--- src/rtl/opsum_pkg.sv ---
// opsum_pkg: shared sizes, collector state encoding, FIFO entry layout and ReLU helper
package opsum_pkg;
  localparam int XBUS_NUMS  = 12;
  localparam int PE_NUMS    = 14;
  localparam int ID_LEN     = 5;
  localparam int ROW_LEN    = 4;
  localparam int VALUE_LEN  = 32;
  localparam int ADDR_LEN   = 16;
  localparam int FIFO_DEPTH = 4;
  localparam int CNT_LEN    = $clog2(FIFO_DEPTH) + 1;

  typedef enum logic [1:0] {IDLE, REQ, DRAIN, DONE} state_e;

  typedef struct packed {
    logic [ADDR_LEN-1:0]  addr;
    logic [VALUE_LEN-1:0] data;
  } entry_t;

  function automatic logic [VALUE_LEN-1:0] relu(input logic en, input logic [VALUE_LEN-1:0] v);
    return (en && v[VALUE_LEN-1]) ? '0 : v;
  endfunction
endpackage

--- src/rtl/opsum_collector_if.sv ---
// opsum_collector_if: control, GON request/response and GLB write signals of the collector
//   master: collector side (drives busy/done, GON request, GLB write)
//   slave : environment side (drives start/config, GON response, GLB ready)
interface opsum_collector_if;
  import opsum_pkg::*;
  logic                 start_i;
  logic [ROW_LEN-1:0]   num_rows_i;
  logic [ID_LEN-1:0]    num_cols_i;
  logic [ADDR_LEN-1:0]  base_addr_i;
  logic                 relu_en_i;
  logic                 busy_o;
  logic                 done_o;
  logic                 gon_ready_o;
  logic [ROW_LEN-1:0]   gon_row_tag_o;
  logic [ID_LEN-1:0]    gon_col_tag_o;
  logic                 gon_enable_i;
  logic [VALUE_LEN-1:0] gon_value_i;
  logic                 glb_wen_o;
  logic [ADDR_LEN-1:0]  glb_waddr_o;
  logic [VALUE_LEN-1:0] glb_wdata_o;
  logic                 glb_wready_i;

  modport master (
    input  start_i, num_rows_i, num_cols_i, base_addr_i, relu_en_i,
           gon_enable_i, gon_value_i, glb_wready_i,
    output busy_o, done_o, gon_ready_o, gon_row_tag_o, gon_col_tag_o,
           glb_wen_o, glb_waddr_o, glb_wdata_o
  );

  modport slave (
    output start_i, num_rows_i, num_cols_i, base_addr_i, relu_en_i,
           gon_enable_i, gon_value_i, glb_wready_i,
    input  busy_o, done_o, gon_ready_o, gon_row_tag_o, gon_col_tag_o,
           glb_wen_o, glb_waddr_o, glb_wdata_o
  );
endinterface

--- src/rtl/opsum_fifo.sv ---
// opsum_fifo: synchronous FIFO, power-of-two DEPTH, asynchronous active-low reset
//   push_i/wdata_i write side; pop_i/rdata_o read side (rdata_o is the head)
//   full_o, empty_o, count_o report occupancy
module opsum_fifo #(
  parameter int WIDTH = 48,
  parameter int DEPTH = 4
) (
  input  logic                   clk,
  input  logic                   rst_n,
  input  logic                   push_i,
  input  logic                   pop_i,
  input  logic [WIDTH-1:0]       wdata_i,
  output logic [WIDTH-1:0]       rdata_o,
  output logic                   full_o,
  output logic                   empty_o,
  output logic [$clog2(DEPTH):0] count_o
);
  localparam int PW = $clog2(DEPTH);
  logic [WIDTH-1:0] mem_q [DEPTH];
  logic [PW-1:0] wr_q, wr_d, rd_q, rd_d;
  logic [PW:0] count_q, count_d;
  logic push, pop;

  assign push    = push_i & ~full_o;
  assign pop     = pop_i & ~empty_o;
  assign full_o  = count_q == (PW+1)'(DEPTH);
  assign empty_o = count_q == '0;
  assign count_o = count_q;
  assign rdata_o = mem_q[rd_q];

  always_comb begin
    wr_d    = wr_q + PW'(push);
    rd_d    = rd_q + PW'(pop);
    count_d = count_q + (PW+1)'(push) - (PW+1)'(pop);
  end

  always_ff @(posedge clk)
    if (push) mem_q[wr_q] <= wdata_i;

  always_ff @(posedge clk or negedge rst_n)
    if (!rst_n) begin
      wr_q    <= '0;
      rd_q    <= '0;
      count_q <= '0;
    end else begin
      wr_q    <= wr_d;
      rd_q    <= rd_d;
      count_q <= count_d;
    end
endmodule

--- src/rtl/opsum_collector.sv ---
// opsum_collector: walks the active PE sub-array over GON, applies optional ReLU and streams results to GLB
//   clk, rst_n : clock, asynchronous active-low reset
//   bus        : start/config in, busy/done out, GON ready/tag out + enable/value in,
//                GLB wen/waddr/wdata out + wready in
module opsum_collector import opsum_pkg::*; (
  input logic               clk,
  input logic               rst_n,
  opsum_collector_if.master bus
);
  state_e state_q, state_d;
  logic [ROW_LEN-1:0] row_q, row_d, rows_q, rows_d, rows_in;
  logic [ID_LEN-1:0] col_q, col_d, cols_q, cols_d, cols_in;
  logic [ADDR_LEN-1:0] addr_q, addr_d;
  logic relu_q, relu_d;
  logic accept, pop, full, empty, last_col, last_row;
  logic [CNT_LEN-1:0] count;
  entry_t push_e, head_e;

  assign rows_in  = bus.num_rows_i > ROW_LEN'(XBUS_NUMS) ? ROW_LEN'(XBUS_NUMS) : bus.num_rows_i;
  assign cols_in  = bus.num_cols_i > ID_LEN'(PE_NUMS) ? ID_LEN'(PE_NUMS) : bus.num_cols_i;
  assign last_col = col_q == cols_q - 1'b1;
  assign last_row = row_q == rows_q - 1'b1;
  assign accept   = bus.gon_ready_o & bus.gon_enable_i;
  assign pop      = bus.glb_wen_o & bus.glb_wready_i;
  // Row-major walk means base + row*cols + col is just the base advanced once per accept.
  assign push_e   = '{addr: addr_q, data: relu(relu_q, bus.gon_value_i)};

  assign bus.busy_o        = state_q != IDLE;
  assign bus.done_o        = state_q == DONE;
  assign bus.gon_ready_o   = state_q == REQ && !full;
  assign bus.gon_row_tag_o = row_q;
  assign bus.gon_col_tag_o = col_q;
  assign bus.glb_wen_o     = !empty;
  // Head storage is not reset, so mask it while empty to keep the write bus at zero.
  assign bus.glb_waddr_o   = empty ? '0 : head_e.addr;
  assign bus.glb_wdata_o   = empty ? '0 : head_e.data;

  opsum_fifo #(.WIDTH($bits(entry_t)), .DEPTH(FIFO_DEPTH)) u_fifo (
    .clk     (clk),
    .rst_n   (rst_n),
    .push_i  (accept),
    .pop_i   (pop),
    .wdata_i (push_e),
    .rdata_o (head_e),
    .full_o  (full),
    .empty_o (empty),
    .count_o (count)
  );

  always_comb begin
    state_d = state_q;
    row_d   = row_q;
    col_d   = col_q;
    rows_d  = rows_q;
    cols_d  = cols_q;
    addr_d  = addr_q;
    relu_d  = relu_q;
    case (state_q)
      IDLE: if (bus.start_i) begin
        rows_d  = rows_in;
        cols_d  = cols_in;
        addr_d  = bus.base_addr_i;
        relu_d  = bus.relu_en_i;
        row_d   = '0;
        col_d   = '0;
        state_d = (rows_in == '0 || cols_in == '0) ? DONE : REQ;
      end
      REQ: if (accept) begin
        addr_d  = addr_q + 1'b1;
        col_d   = last_col ? '0 : col_q + 1'b1;
        row_d   = last_col ? row_q + 1'b1 : row_q;
        state_d = (last_col && last_row) ? DRAIN : REQ;
      end
      DRAIN: state_d = count == '0 ? DONE : DRAIN;
      DONE:  state_d = IDLE;
      default: state_d = IDLE;
    endcase
  end

  always_ff @(posedge clk or negedge rst_n)
    if (!rst_n) begin
      state_q <= IDLE;
      row_q   <= '0;
      col_q   <= '0;
      rows_q  <= '0;
      cols_q  <= '0;
      addr_q  <= '0;
      relu_q  <= 1'b0;
    end else begin
      state_q <= state_d;
      row_q   <= row_d;
      col_q   <= col_d;
      rows_q  <= rows_d;
      cols_q  <= cols_d;
      addr_q  <= addr_d;
      relu_q  <= relu_d;
    end
endmodule

--- src/flat_wrapper.sv ---
// flat-port wrapper written by rule: the top's interface ports become plain ports
module opsum_collector_flat import opsum_pkg::*;
  (clk, rst_n, bus_start_i, bus_num_rows_i, bus_num_cols_i, bus_base_addr_i, bus_relu_en_i, bus_gon_enable_i, bus_gon_value_i, bus_glb_wready_i, bus_busy_o, bus_done_o, bus_gon_ready_o, bus_gon_row_tag_o, bus_gon_col_tag_o, bus_glb_wen_o, bus_glb_waddr_o, bus_glb_wdata_o);
  opsum_collector_if bus_i ();
  input logic clk;
  input logic rst_n;
  input wire logic [$bits(bus_i.start_i)-1:0] bus_start_i;
  input wire logic [$bits(bus_i.num_rows_i)-1:0] bus_num_rows_i;
  input wire logic [$bits(bus_i.num_cols_i)-1:0] bus_num_cols_i;
  input wire logic [$bits(bus_i.base_addr_i)-1:0] bus_base_addr_i;
  input wire logic [$bits(bus_i.relu_en_i)-1:0] bus_relu_en_i;
  input wire logic [$bits(bus_i.gon_enable_i)-1:0] bus_gon_enable_i;
  input wire logic [$bits(bus_i.gon_value_i)-1:0] bus_gon_value_i;
  input wire logic [$bits(bus_i.glb_wready_i)-1:0] bus_glb_wready_i;
  output wire logic [$bits(bus_i.busy_o)-1:0] bus_busy_o;
  output wire logic [$bits(bus_i.done_o)-1:0] bus_done_o;
  output wire logic [$bits(bus_i.gon_ready_o)-1:0] bus_gon_ready_o;
  output wire logic [$bits(bus_i.gon_row_tag_o)-1:0] bus_gon_row_tag_o;
  output wire logic [$bits(bus_i.gon_col_tag_o)-1:0] bus_gon_col_tag_o;
  output wire logic [$bits(bus_i.glb_wen_o)-1:0] bus_glb_wen_o;
  output wire logic [$bits(bus_i.glb_waddr_o)-1:0] bus_glb_waddr_o;
  output wire logic [$bits(bus_i.glb_wdata_o)-1:0] bus_glb_wdata_o;
  assign bus_i.start_i = bus_start_i;
  assign bus_i.num_rows_i = bus_num_rows_i;
  assign bus_i.num_cols_i = bus_num_cols_i;
  assign bus_i.base_addr_i = bus_base_addr_i;
  assign bus_i.relu_en_i = bus_relu_en_i;
  assign bus_i.gon_enable_i = bus_gon_enable_i;
  assign bus_i.gon_value_i = bus_gon_value_i;
  assign bus_i.glb_wready_i = bus_glb_wready_i;
  assign bus_busy_o = bus_i.busy_o;
  assign bus_done_o = bus_i.done_o;
  assign bus_gon_ready_o = bus_i.gon_ready_o;
  assign bus_gon_row_tag_o = bus_i.gon_row_tag_o;
  assign bus_gon_col_tag_o = bus_i.gon_col_tag_o;
  assign bus_glb_wen_o = bus_i.glb_wen_o;
  assign bus_glb_waddr_o = bus_i.glb_waddr_o;
  assign bus_glb_wdata_o = bus_i.glb_wdata_o;
  opsum_collector u_core (.clk(clk), .rst_n(rst_n), .bus(bus_i));
endmodule
--- config.mk ---
export PLATFORM = sky130hd
export DESIGN_NAME = opsum_collector_flat
export DESIGN_NICKNAME = d
export VERILOG_FILES = /design/src/rtl/opsum_pkg.sv /design/src/rtl/opsum_collector_if.sv /design/src/rtl/opsum_fifo.sv /design/src/rtl/opsum_collector.sv /design/src/flat_wrapper.sv
export SDC_FILE = /design/constraint.sdc
export NUM_CORES = 1
export LEC_CHECK = 0
export BUFFER_PORTS_ARGS = -buffer_cell sky130_fd_sc_hd__buf_2
export CAP_MARGIN = 20
export CORE_UTILIZATION = 45
export CTS_CLUSTER_DIAMETER = 40
export DETAILED_ROUTE_END_ITERATION = 16
export GPL_ROUTABILITY_DRIVEN = 0
export PLACE_DENSITY_LB_ADDON = 0.1
export REMOVE_ABC_BUFFERS = 1
export SETUP_SLACK_MARGIN = 0.5
export SYNTH_ARGS = -nofsm -noshare
export SYNTH_HDL_FRONTEND = slang
export SYNTH_SLANG_ARGS = --single-unit
--- constraint.sdc ---
create_clock -name clk -period 4.35 [get_ports clk]
set_input_delay 0.435 -clock clk [delete_from_list [all_inputs] [get_ports clk]]
set_output_delay 0.435 -clock clk [all_outputs]
set_load 0.01 [all_outputs]
Word level (Yosys, flattened, before mapping)
Memory sizes are Yosys's and may differ from the RTL's.
Cells that the tools add are included.
W data, S select, Z words.
Storage, ports and cells
  input port bits: 63
  RAM bits: 192
  memories: 1
  flip-flop bits (word level): 44
  word-level logic and storage cells: 77
Memory list
  u_core.u_fifo.mem_q: depth 4, width 48, read ports 1, clocked after Yosys merged registers in 0, wr ports 1, line opsum_fifo.sv:19  | logic [WIDTH-1:0] mem_q [DEPTH];
Operators by class
  order comparisons: 2
  mux-type cells: 24
  bitwise logic cells: 6
  eq/ne operators: 9
  add/subtract/negate cells: 9
  reduce and logical (&&, ||, !) cells: 16
Operators with widths (count)
  $mux W32: 2
  $mux W16: 3
  $pmux W16 S2: 1
  $mux W5: 4
  $add A16 B1 Y16 const B: 1
  $mux W4: 4
  $pmux W5 S2: 1
  $mux W2: 4
  $pmux W2 S4: 1
  $pmux W4 S2: 1
  $add A5 B1 Y5 const B: 1
  $eq A5 B5 Y1: 1
  $gt A5 B4 Y1 const B: 1
  $logic_not A5 Y1: 1
  $sub A5 B1 Y5 const B: 1
  $add A2 B1 Y2: 2
  $add A4 B1 Y4 const B: 1
  $and A1 B1 Y1: 4
  $eq A2 B2 Y1 const B: 2
  $eq A4 B4 Y1: 1
  $gt A4 B4 Y1 const B: 1
  $logic_not A4 Y1: 1
  $ne A2 B2 Y1 const B: 2
  $reduce_and A2 Y1: 2
  other kinds (16): 23

Longest topological paths before layout
Gate-level depths: netlist of run 1.
  depth in word-level cells: 7
  gate-level depth with buffers: 11
  depth with buffers taken out: 10

Cells and area by module
Synthesis of run 1 repeated with hierarchy kept, for this count alone.
Unflattened totals
  cell total of the unflattened synthesis: 636
  area, all modules: 10179.8 sq um
Modules (own cells, without submodules)
  opsum_fifo: area each 7383.3 sq um, times used 1, cells each 285
  opsum_collector: area each 2796.4 sq um, times used 1, cells each 351

Least setup slack after synthesis of run 1
No wires, ideal clock.
  kind: register to register
  start: register u_core.state_q[1]
  end: memory u_core.u_fifo.mem_q[0][0] (enable)
  setup time: 513 ps
  period minus slack after synthesis: 4703 ps
  required time: 3837 ps
  cell stages (with the launch flop): 6
  setup slack: -353 ps
  arrival time: 4190 ps
  cell sequence: dfrtp_1 > and2b_1 > buf_4 > and2_4 > nand2_4 > nor3_1
On the way
  word-level cells in the longest chain between the ends: 6
Ends and longest elaborated chain
  start, declared: line opsum_collector.sv:10  | state_e state_q, state_d;
  start signal, assigned: line opsum_collector.sv:90  | state_q <= state_d;
  $eq A2 B1 Y1: line opsum_collector.sv:30  | assign bus.gon_ready_o = state_q == REQ && !full;
  $logic_and A1 B1 Y1: line opsum_collector.sv:30
  via bus_gon_ready_o: line flat_wrapper.sv:17  | output wire logic [$bits(bus_i.gon_ready_o)-1:0] bus_gon_ready_o;
  $and A1 B1 Y1: line opsum_collector.sv:23  | assign accept = bus.gon_ready_o & bus.gon_enable_i;
  $and A1 B1 Y1: line opsum_fifo.sv:24  | assign push = push_i & ~full_o;
  $mux W1: line opsum_fifo.sv:38  | if (push) mem_q[wr_q] <= wdata_i;
  $mux W1 (implied by the code): line opsum_fifo.sv:38
  end, declared: line opsum_fifo.sv:19
The timed path passes the listed nets, and every way through them passes these cells.

Worst setup path in the final report of run 1
  start: register u_core.state_q[0]
  end: memory u_core.u_fifo.mem_q[2][2] (enable)
On the way
  word-level cells in the longest chain between the ends: 6
Ends and longest elaborated chain (line)
  $eq A2 B1 Y1: opsum_collector.sv:30
  $logic_and A1 B1 Y1: opsum_collector.sv:30
  $and A1 B1 Y1: opsum_collector.sv:23
  $and A1 B1 Y1: opsum_fifo.sv:24
  $mux W1: opsum_fifo.sv:38
  $mux W1 (implied by the code): opsum_fifo.sv:38
No other way between the ends.

==> flow_summary.json, run 1 <==
{
  "status": "complete, but fails checks",
  "violations": "DRC",
  "cp_num_buf_inv": 2,
  "io_buffer_count": 123,
  "hold_viol_final": 0,
  "reg2reg_slack_ns": 1.13,
  "syn_area_um2": 9960,
  "drt_iter0_markers": 308,
  "globalRouteTotalUtil_pct": 18.9,
  "finalSetupViolCount": 0,
  "end_kind": "flip-flop",
  "grt_pass1_wl_um": 32500,
  "h-tree-depth": 1,
  "dp_hpwl_um": 12500,
  "slew_headroom_pct": 43.9,
  "fmax_mhz": 311,
  "cts_tree": "done",
  "grt_max_degree": 51,
  "drive_gt1_share_pct": 33.4,
  "skew_ns": 0.0183,
  "synth-seq-cells": 236,
  "ys_warn_count": 0,
  "synth_top_area_share_pct": 57.9,
  "drv_cap": 0,
  "area_delta_synth_final_pct": 20.1,
  "antenna_cells": 0,
  "cp_slowest_cell": "dfrtp_1",
  "timing.final.crit_share_pct": 73.9,
  "drv_slew": 0,
  "wirelength_um": 20600,
  "worstHoldPathCells": 3,
  "vias": 5741,
  "whs_endpoint": "u_core.relu_q",
  "grt_pass1_vias": 5929,
  "synth_ff_type": "edfxtp_1",
  "hold_start": "bus_relu_en_i",
  "worst-endpoint-required_ns": 4.58,
  "postSynthAreaPerCell_um2": 16.0,
  "synth-seq-area-share_pct": 68.9,
  "ctsResizeCount": 0,
  "fin_crit_ns": 3.22,
  "critPathLaunchType": "flip-flop",
  "crit_path_cell_trace": "and2b_1 > and2_4 > nand2_4 > inv_2 > nand2_1 > nor2_4 > buf_4",
  "clk_pin_slew_ns": 0.06,
  "placed_area_um2": 10900,
  "first_pass_iters": 10,
  "setup-tns-final_ns": 0,
  "drc": 1,
  "syn_inst": 621,
  "r2r_cells": 7,
  "hold_class": "input port to flip-flop",
  "slowest_delay_ns": 0.75,
  "multi_input_area_um2": 2940,
  "cts_buffers": 31,
  "start_util_pct": 45.8,
  "wire_per_inst_um": 19.3,
  "die-area_um2": 22700,
  "cp_max_fo": 24,
  "ctsLongestPathBuffers": 3,
  "p_leak_uw": 0.00442,
  "num_io_pins": 124,
  "pwr_density_cell_nw_per_um2": 733,
  "final.fill_count": 1795,
  "die_y_um": 151,
  "ant_nets": 0,
  "clock_latency_ns": 0.55,
  "post-route-util_pct": 55.0,
  "path_class": "flip-flop to flip-flop",
  "regArea_um2": 6870,
  "critPathTopFamily": "simple AND/OR/NAND/NOR gates",
  "synth_area_leaders": "edfxtp_1 58%, dfrtp_1 11%, mux4_2 11%",
  "cts_root_buffer": "clkbuf_16",
  "cp.arrival_ns": 3.44,
  "antenna_found_initial": 0,
  "peakVddDrop_v": 0.000357,
  "synth_edf_count": 192,
  "power_uw": 8760,
  "synth_top_area_cell": "edfxtp_1",
  "rsz0062_at_grt": "no",
  "r2r_start": "u_core.state_q[0]",
  "final_area_um2": 12000,
  "core_area_um2": 21800,
  "cts.sinks": 236,
  "vias_per_cell": 5.39,
  "dieWidth_um": 151,
  "grt_overflow": 0,
  "synth_cell_types": 51,
  "nets": 833,
  "worstMarginPinSlew_ns": 0.842,
  "row_count": 54,
  "ys_async_sr_fraction_pct": 18.6,
  "reg2reg_to": "u_core.u_fifo.mem_q[2][2]"
}
cell type report:
type | instances | area share, %
Inverter | 13 | 0.408
Multi-Input combinational cell | 340 | 24.6
Timing Repair Buffer | 138 | 6.55
Sequential cell | 236 | 57.5
Tap cell | 280 | 2.93
Clock buffer | 34 | 6.58
Clock inverter | 24 | 1.49
registers in the layout, summed over array words and instances, names as in the netlist, 2 cells and up:
signal	flops
u_core.u_fifo.count_o	3
u_core.u_fifo.wr_q	2
u_core.state_q	2
u_core.cols_q	5
u_core.bus.gon_row_tag_o	4
u_core.rows_q	4
u_core.u_fifo.rd_q	2
u_core.bus.gon_col_tag_o	5
u_core.addr_q	16
u_core.u_fifo.mem_q	192
worst register-to-register path: cells and delay by family, from the launching register on:
| kind | cells | cell delay (ns) |
|---|---|---|
| flops | 1 | 0.75 |
| simple gates | 5 | 1.64 |
| buf+inv | 2 | 0.53 |
repair_timing:
| action | CTS | global route |
|---|---|---|
| buffers inserted | 0 | 0 |
| endpoints found under the hold margin | 0 | 5 |
| hold buffers | 0 | 1 |
worst max-delay path by stage:
stage	start	endpoint	slack, ns	cells after the start
6_report	u_core.state_q[0]	u_core.u_fifo.mem_q[2][2]	1.13	7
5_1_grt	u_core.state_q[0]	u_core.u_fifo.mem_q[2][23]	0.83	7
4_1_cts	u_core.state_q[0]	u_core.u_fifo.mem_q[2][15]	1.10	7
3_5_place_dp	u_core.state_q[0]	u_core.u_fifo.mem_q[2][6]	1.10	7
3_3_place_gp	u_core.state_q[0]	u_core.u_fifo.mem_q[2][13]	1.20	7
2_1_floorplan	u_core.state_q[0]	u_core.u_fifo.mem_q[0][0]	-0.76	4
cell usage after synthesis, types with 5 or more instances:
library cell	count
a21oi_1	26
a31o_2	6
and2_1	33
and3_1	12
buf_2	8
clkbuf_1	19
dfrtp_1	44
edfxtp_1	192
ha_1	9
inv_1	12
mux4_2	48
nand2_1	29
nand3_1	19
nor2_1	17
nor2b_1	51
nor3_1	9
o21ai_0	19
o22ai_1	5
xnor2_1	8
xor2_1	8
kinds of logic (layout without fill, tap and decap cells):
logic type	count (synthesis)	in the layout	synth area share, %
buffers and inverters	45	209	1.87
xor gates and xnor gates	16	16	1.41
AOI/OAI and AO/OA	78	78	4.96
muxes	49	49	11.0
adders and majority gates	10	10	1.33
DFF	236	236	68.9
and+or+nand+nor	187	187	10.5
routing by layer:
metal / wire length [µm] / GRT usage (%)
met2: 9960 / 31.3
met5: 0 / 0
met1: 9010 / 25.8
met3: 1220 / 3.46
met4: 374 / 4.95
cell usage in the layout (no fill, tap or decap), types with 5 or more instances in the layout:
| master | n |
|---|---|
| edfxtp_1 | 192 |
| buf_2 | 123 |
| nor2b_1 | 51 |
| mux4_2 | 48 |
| dfrtp_1 | 42 |
| and2_1 | 33 |
| clkbuf_16 | 31 |
| nand2_1 | 29 |
| a21oi_1 | 26 |
| nand3_1 | 19 |
| o21ai_0 | 19 |
| nor2_1 | 15 |
| inv_1 | 12 |
| and3_1 | 11 |
| buf_4 | 11 |
| ha_1 | 9 |
| xor2_1 | 8 |
| xnor2_1 | 8 |
| nor3_1 | 7 |
| inv_6 | 7 |
| a31o_2 | 6 |
| clkinv_2 | 6 |
| o22ai_1 | 5 |
power by group:
group / switching, µW / internal (µW) / total, µW
combinational: 1510 / 1360 / 2870
sequential: 449 / 3120 / 3570
clock: 983 / 1340 / 2320
stage by stage:
step | setup WS [ns] | hold slack [ns] | std cells
floorplan | -0.760 | 0.139 | 589
global placement | 1.20 | 0.493 | 1002
detailed placement | 1.10 | 0.495 | 1002
CTS | 1.10 | 0.0757 | 1060
global route | 0.833 | 0.0887 | 1065
finish | 1.13 | 0.0976 | 1065
(Power assumes the default switching activity.)
==> run 2: changes to the inputs <==
==> constraint.sdc (replaced) <==
create_clock -name clk -period 3.18 [get_ports clk]
set_input_delay 0.318 -clock clk [delete_from_list [all_inputs] [get_ports clk]]
set_output_delay 0.318 -clock clk [all_outputs]
set_load 0.01 [all_outputs]
==> flow_summary.json, run 2 (synthesized netlist as in run 1, its figures left out) <==
{
  "drv_cap": 0,
  "grt_pass1_wl_um": 32700,
  "worst-endpoint-required_ns": 2.86,
  "vias_per_cell": 5.43,
  "cp_slowest_cell": "dfrtp_2",
  "final.fill_count": 1692,
  "hold_class": "input port to flip-flop",
  "wire_per_inst_um": 19.1,
  "layout_commonest_cell": "edfxtp_1",
  "use_met1_pct": 25.1,
  "hold_viol_final": 0,
  "slowest_delay_ns": 0.77,
  "nets": 849,
  "fin_hold_ws_ns": 0.0373,
  "ctsResizeCount": 0,
  "start_util_pct": 45.8,
  "rsz0062_at_grt": "no",
  "regMostFlops": "u_core.u_fifo.mem_q",
  "grt_max_degree": 51,
  "fin_crit_ns": 2.56,
  "p_leak_uw": 0.00463,
  "drt_iter0_markers": 253,
  "placed_area_um2": 11000,
  "ctsLongestPathBuffers": 3,
  "peakVddDrop_v": 0.000875,
  "critPathTopFamily": "flip-flops",
  "critPathLaunchType": "flip-flop",
  "end_kind": "output port",
  "crit_path_cell_trace": "buf_4 > mux4_2 > nor2b_1 > buf_2",
  "drv_slew": 0,
  "wirelength_um": 20700,
  "cts_buffers": 35,
  "grt_use_met3_pct": 4.07,
  "drive_gt1_share_pct": 34.8,
  "first_pass_iters": 7,
  "antenna_found_initial": 2,
  "setup-tns-final_ns": 0,
  "area_delta_synth_final_pct": 24.8,
  "vias": 5871,
  "status": "complete, no violations",
  "timing.final.crit_share_pct": 80.6,
  "power_uw": 13200,
  "dieWidth_um": 151,
  "met2_usage_pct": 31.7,
  "final_area_um2": 12400,
  "cp.arrival_ns": 2.25,
  "row_count": 54,
  "globalRouteTotalUtil_pct": 19.0,
  "clk_pin_slew_ns": 0.05,
  "die-area_um2": 22700,
  "core_area_um2": 21800,
  "cp_num_buf_inv": 2,
  "clock_latency_ns": 0.50,
  "skew_ns": 0.0136,
  "final_cell_mix": "192 x edfxtp_1, 123 x buf_2, 51 x nor2b_1",
  "grt_pass1_vias": 6025,
  "post-place-cells": 1009,
  "cts_tree": "done",
  "h-tree-depth": 2,
  "die_y_um": 151,
  "layout.cells.non_filler": 1082,
  "num_io_pins": 124,
  "cts.sinks": 236,
  "path_class": "flip-flop to output port",
  "ant_nets": 0,
  "fmax_mhz": 390,
  "cts_root_buffer": "clkbuf_16",
  "worstMarginPinSlew_ns": 0.690,
  "drc": 0,
  "pwr_density_cell_nw_per_um2": 1060,
  "dp_hpwl_um": 12500,
  "slew_headroom_pct": 54.0,
  "busiest_layer": "met2",
  "io_buffer_count": 123,
  "grt_overflow": 0,
  "largest_reg_flops": 192,
  "cp_max_fo": 21,
  "top_regs": "u_core.u_fifo.mem_q x192, u_core.addr_q x16",
  "finalSetupViolCount": 0,
  "antenna_cells": 0
}
## run 2: worst paths after layout
path	end	depth (start not counted)	start	slack [ns]
setup / recovery	bus_glb_waddr_o[11]	4	u_core.u_fifo.rd_q[1]	0.62
hold / removal	u_core.relu_q	3	bus_relu_en_i	0.04
max in group asynchronous	u_core.u_fifo.rd_q[0]	3	rst_n	2.52
hold reg to reg	u_core.rows_q[3]	2	u_core.rows_q[3]	0.50
min in group asynchronous	u_core.bus.gon_col_tag_o[3]	2	rst_n	0.19
setup reg to reg	u_core.u_fifo.count_o[2]	10	u_core.u_fifo.count_o[1]	0.80
## run 2: report_power, final
group          switching [µW]  total, µW  internal, µW
Combinational            2160       4170          2010
Sequential                559       4830          4270
Clock                    1370       4160          2790
Total                    4090      13200          9070
## run 2: metal layers
metal | vias up | wire length [µm]
met5 | - | 13
met4 | 2 | 375
met3 | 37 | 1300
met2 | 176 | 10200
met1 | 2954 | 8860
li1 | 2702 | -
## run 2: layout make-up
class | count | area (µm²) | area share (%)
Timing Repair Buffer | 150 | 936 | 7.53
Clock inverter | 22 | 345 | 2.78
Multi-Input combinational cell | 340 | 2940 | 23.6
Inverter | 13 | 48.8 | 0.393
Clock buffer | 41 | 941 | 7.57
Sequential cell | 236 | 6870 | 55.3
Tap cell | 280 | 350 | 2.82
## run 2: stage by stage
step / utilization [%] / worst slack (ns)
after global placement: 50.6 / 0.860
after CTS: 56.8 / 0.554
after detailed placement: 50.8 / 0.799
after floorplan: - / -1.93
final: 57.1 / 0.616
after global routing: 57.1 / 0.506
## run 2: tightest hold or removal path, delay by kind of cell
family	cells	cell delay, ns
buf+inv	1	0.09
simple gates	2	0.10
## run 2: what timing repair did
action                                 in CTS  in global routing
setup buffers                               1                  7
hold buffers                                0                  1
setup endpoints to repair                  29                  3
endpoints found under the hold margin       0                 44
gates cloned                                0                  0
==> run 3: changes to the inputs <==
--- a/config.mk
+++ b/config.mk
@@ -5,6 +5,7 @@
 export SDC_FILE = /design/constraint.sdc
 export NUM_CORES = 1
 export LEC_CHECK = 0
+export ABC_AREA = 1
 export BUFFER_PORTS_ARGS = -buffer_cell sky130_fd_sc_hd__buf_2
 export CAP_MARGIN = 20
 export CORE_UTILIZATION = 45
==> constraint.sdc (replaced) <==
create_clock -name clk -period 2.6 [get_ports clk]
set_input_delay 0.26 -clock clk [delete_from_list [all_inputs] [get_ports clk]]
set_output_delay 0.26 -clock clk [all_outputs]
set_load 0.01 [all_outputs]
==> flow_summary.json, run 3 <==
{
  "synth_ff_type": "edfxtp_1",
  "ant_nets": 0,
  "pwr_density_cell_nw_per_um2": 1340,
  "layout.cells.non_filler": 1544,
  "p_int_uw": 11300,
  "vias_per_cell": 5.12,
  "layout_commonest_cell": "nor2_1",
  "final_cell_mix": "219 x nor2_1, 192 x edfxtp_1, 122 x buf_2",
  "dieWidth_um": 155,
  "cts_tree": "done",
  "syn_inst": 1040,
  "synth_top_area_share_pct": 54.7,
  "placed_area_um2": 11600,
  "post-place-cells": 1444,
  "synth-seq-area-share_pct": 65.2,
  "worstMarginPinSlew_ns": 0.501,
  "area_delta_synth_final_pct": 30.9,
  "top_regs": "u_core.u_fifo.mem_q x192, u_core.addr_q x16",
  "io_buffer_count": 123,
  "vias": 7909,
  "ys_async_sr_fraction_pct": 18.6,
  "cts_root_buffer": "clkbuf_16",
  "final_area_um2": 13800,
  "synth.top_cells.by_count": "271 x nor2_1, 192 x edfxtp_1, 113 x nand2_1",
  "drv_slew": 0,
  "fin_hold_ws_ns": 0.00780,
  "drc": 0,
  "end_kind": "output port",
  "antenna_cells": 0,
  "switchingPower_uw": 7100,
  "clock_latency_ns": 0.52,
  "yosysMostFrequentCell": "nor2_1",
  "p_leak_uw": 0.00556,
  "num_io_pins": 124,
  "p_clk_share_pct": 24.2,
  "drt_iter0_markers": 562,
  "r2r_cells": 9,
  "finalSetupViolCount": 0,
  "cp.arrival_ns": 1.97,
  "critPathCapture": "bus_glb_wdata_o[29]",
  "synth_cell_types": 40,
  "h-tree-depth": 2,
  "synth_area_leaders": "edfxtp_1 55%, dfrtp_1 10%, nor2_1 9.7%",
  "r2r_start": "u_core.u_fifo.count_o[2]",
  "antenna_found_initial": 0,
  "grt_pass1_wl_um": 40500,
  "postSynthAreaPerCell_um2": 10.1,
  "path_class": "flip-flop to output port",
  "globalRouteTotalUtil_pct": 22.6,
  "cp_max_fo": 8,
  "row_count": 55,
  "timing.final.crit_share_pct": 85.8,
  "fmax_mhz": 448,
  "start_util_pct": 46.2,
  "drive_gt1_share_pct": 26.4,
  "ctsLongestPathBuffers": 3,
  "grt_overflow": 0,
  "synth_top_area_cell": "edfxtp_1",
  "skew_ns": 0.0263,
  "synth-seq-cells": 236,
  "worst-endpoint-required_ns": 2.34,
  "first_pass_iters": 5,
  "reg2reg_slack_ns": 0.61,
  "die_y_um": 155,
  "dp_hpwl_um": 13200,
  "core_area_um2": 22800,
  "reg2reg_to": "u_core.u_fifo.count_o[1]",
  "seqPwrFrac_pct": 32.3,
  "status": "complete, no violations",
  "peakVddDrop_v": 0.000685,
  "synth_edf_count": 192,
  "grt_pass1_vias": 7370,
  "drv_cap": 0,
  "ys_warn_count": 0,
  "clk_pin_slew_ns": 0.05,
  "rsz0062_at_grt": "yes",
  "die-area_um2": 24000,
  "pwr-share-comb_pct": 43.5,
  "p_sw_share_pct": 38.5,
  "nets": 1278,
  "largest_reg_flops": 192,
  "cts_buffers": 35,
  "cts.sinks": 236,
  "regMostFlops": "u_core.u_fifo.mem_q",
  "post-route-util_pct": 60.5,
  "syn_area_um2": 10500,
  "wire_per_inst_um": 18.1,
  "wirelength_um": 28000,
  "fin_crit_ns": 2.23,
  "startpoint": "u_core.u_fifo.rd_q[0]",
  "slew_headroom_pct": 66.6,
  "hold_class": "input port to flip-flop",
  "hold_viol_final": 0,
  "grt_max_degree": 51,
  "critPathLaunchType": "flip-flop"
}
[run 3: metal layers]
layer | GRT usage (%) | wire (µm)
met1 | 29.3 | 12100
met2 | 38.6 | 13700
met3 | 3.84 | 1590
met4 | 7.40 | 619
met5 | 0 | 0
[run 3: how the worst min path moves through the flow]
stage	start	to	cells after the start	slack, ns
floorplan	rst_n	u_core.addr_q[0]	0	-0.04
global placement	rst_n	u_core.cols_q[1]	1	0.25
detailed placement	rst_n	u_core.cols_q[1]	1	0.25
CTS	bus_num_rows_i[2]	u_core.rows_q[2]	3	0.004
global route	bus_num_rows_i[2]	u_core.rows_q[2]	3	0.04
finish	bus_num_rows_i[2]	u_core.rows_q[2]	3	0.008
[run 3: power by group through the flow]
stage	sequential, µW	clock, µW	combinational, µW
floorplan	6030	0	3540
global placement	5880	0	5900
detailed placement	5900	0	5970
CTS	5890	4520	7200
global route	6040	4680	8740
finish	5950	4450	8010
[run 3: worst max-delay path: stages, from the launching register on]
cell and delay, ns:
dfrtp_4 0.53, buf_12 0.21, buf_16 0.16, buf_6 0.11, nor2_4 0.02, nor2_1 0.07
o21ai_1 0.06, a21oi_1 0.14, buf_2 0.14
[run 3: through the flow]
stage               total power, µW  worst slack, ns  TNS [ns]
floorplan                      9570            -2.19   -476.04
global route                  19500            0.290         0
finish                        18400            0.370         0
CTS                           17600            0.389         0
detailed placement            11900            0.548         0
global placement              11800            0.598         0
[run 3: logic make-up after synthesis]
kind of cell / count (synthesis) / synth area share (%)
AO/OA/AOI/OAI: 188 / 9.36
XOR/XNOR: 15 / 1.25
adder cells (fa/ha/maj): 10 / 1.26
buffers and inverters: 141 / 5.36
flip-flops: 236 / 65.2
AND/OR/NAND/NOR: 450 / 17.6
[run 3: final cells by class]
type / instances / area (µm²)
clock buffers: 42 / 912
fillers: 1910 / 8990
inverters: 92 / 355
flip-flops and latches: 236 / 6880
repair buffers: 177 / 1580
clock inverters: 21 / 209
well taps: 313 / 392
multi-input cells: 663 / 3460
[run 3: timing repair]
| item | in CTS | in global routing |
|---|---|---|
| hold buffers | 2 | 0 |
| setup buffers | 8 | 7 |
| endpoints found under the setup margin | 49 | 55 |
| resized for setup | 67 | 124 |
| pin swaps | 24 | 71 |
| hold endpoints to repair | 19 | 0 |
| gates cloned | 12 | 8 |
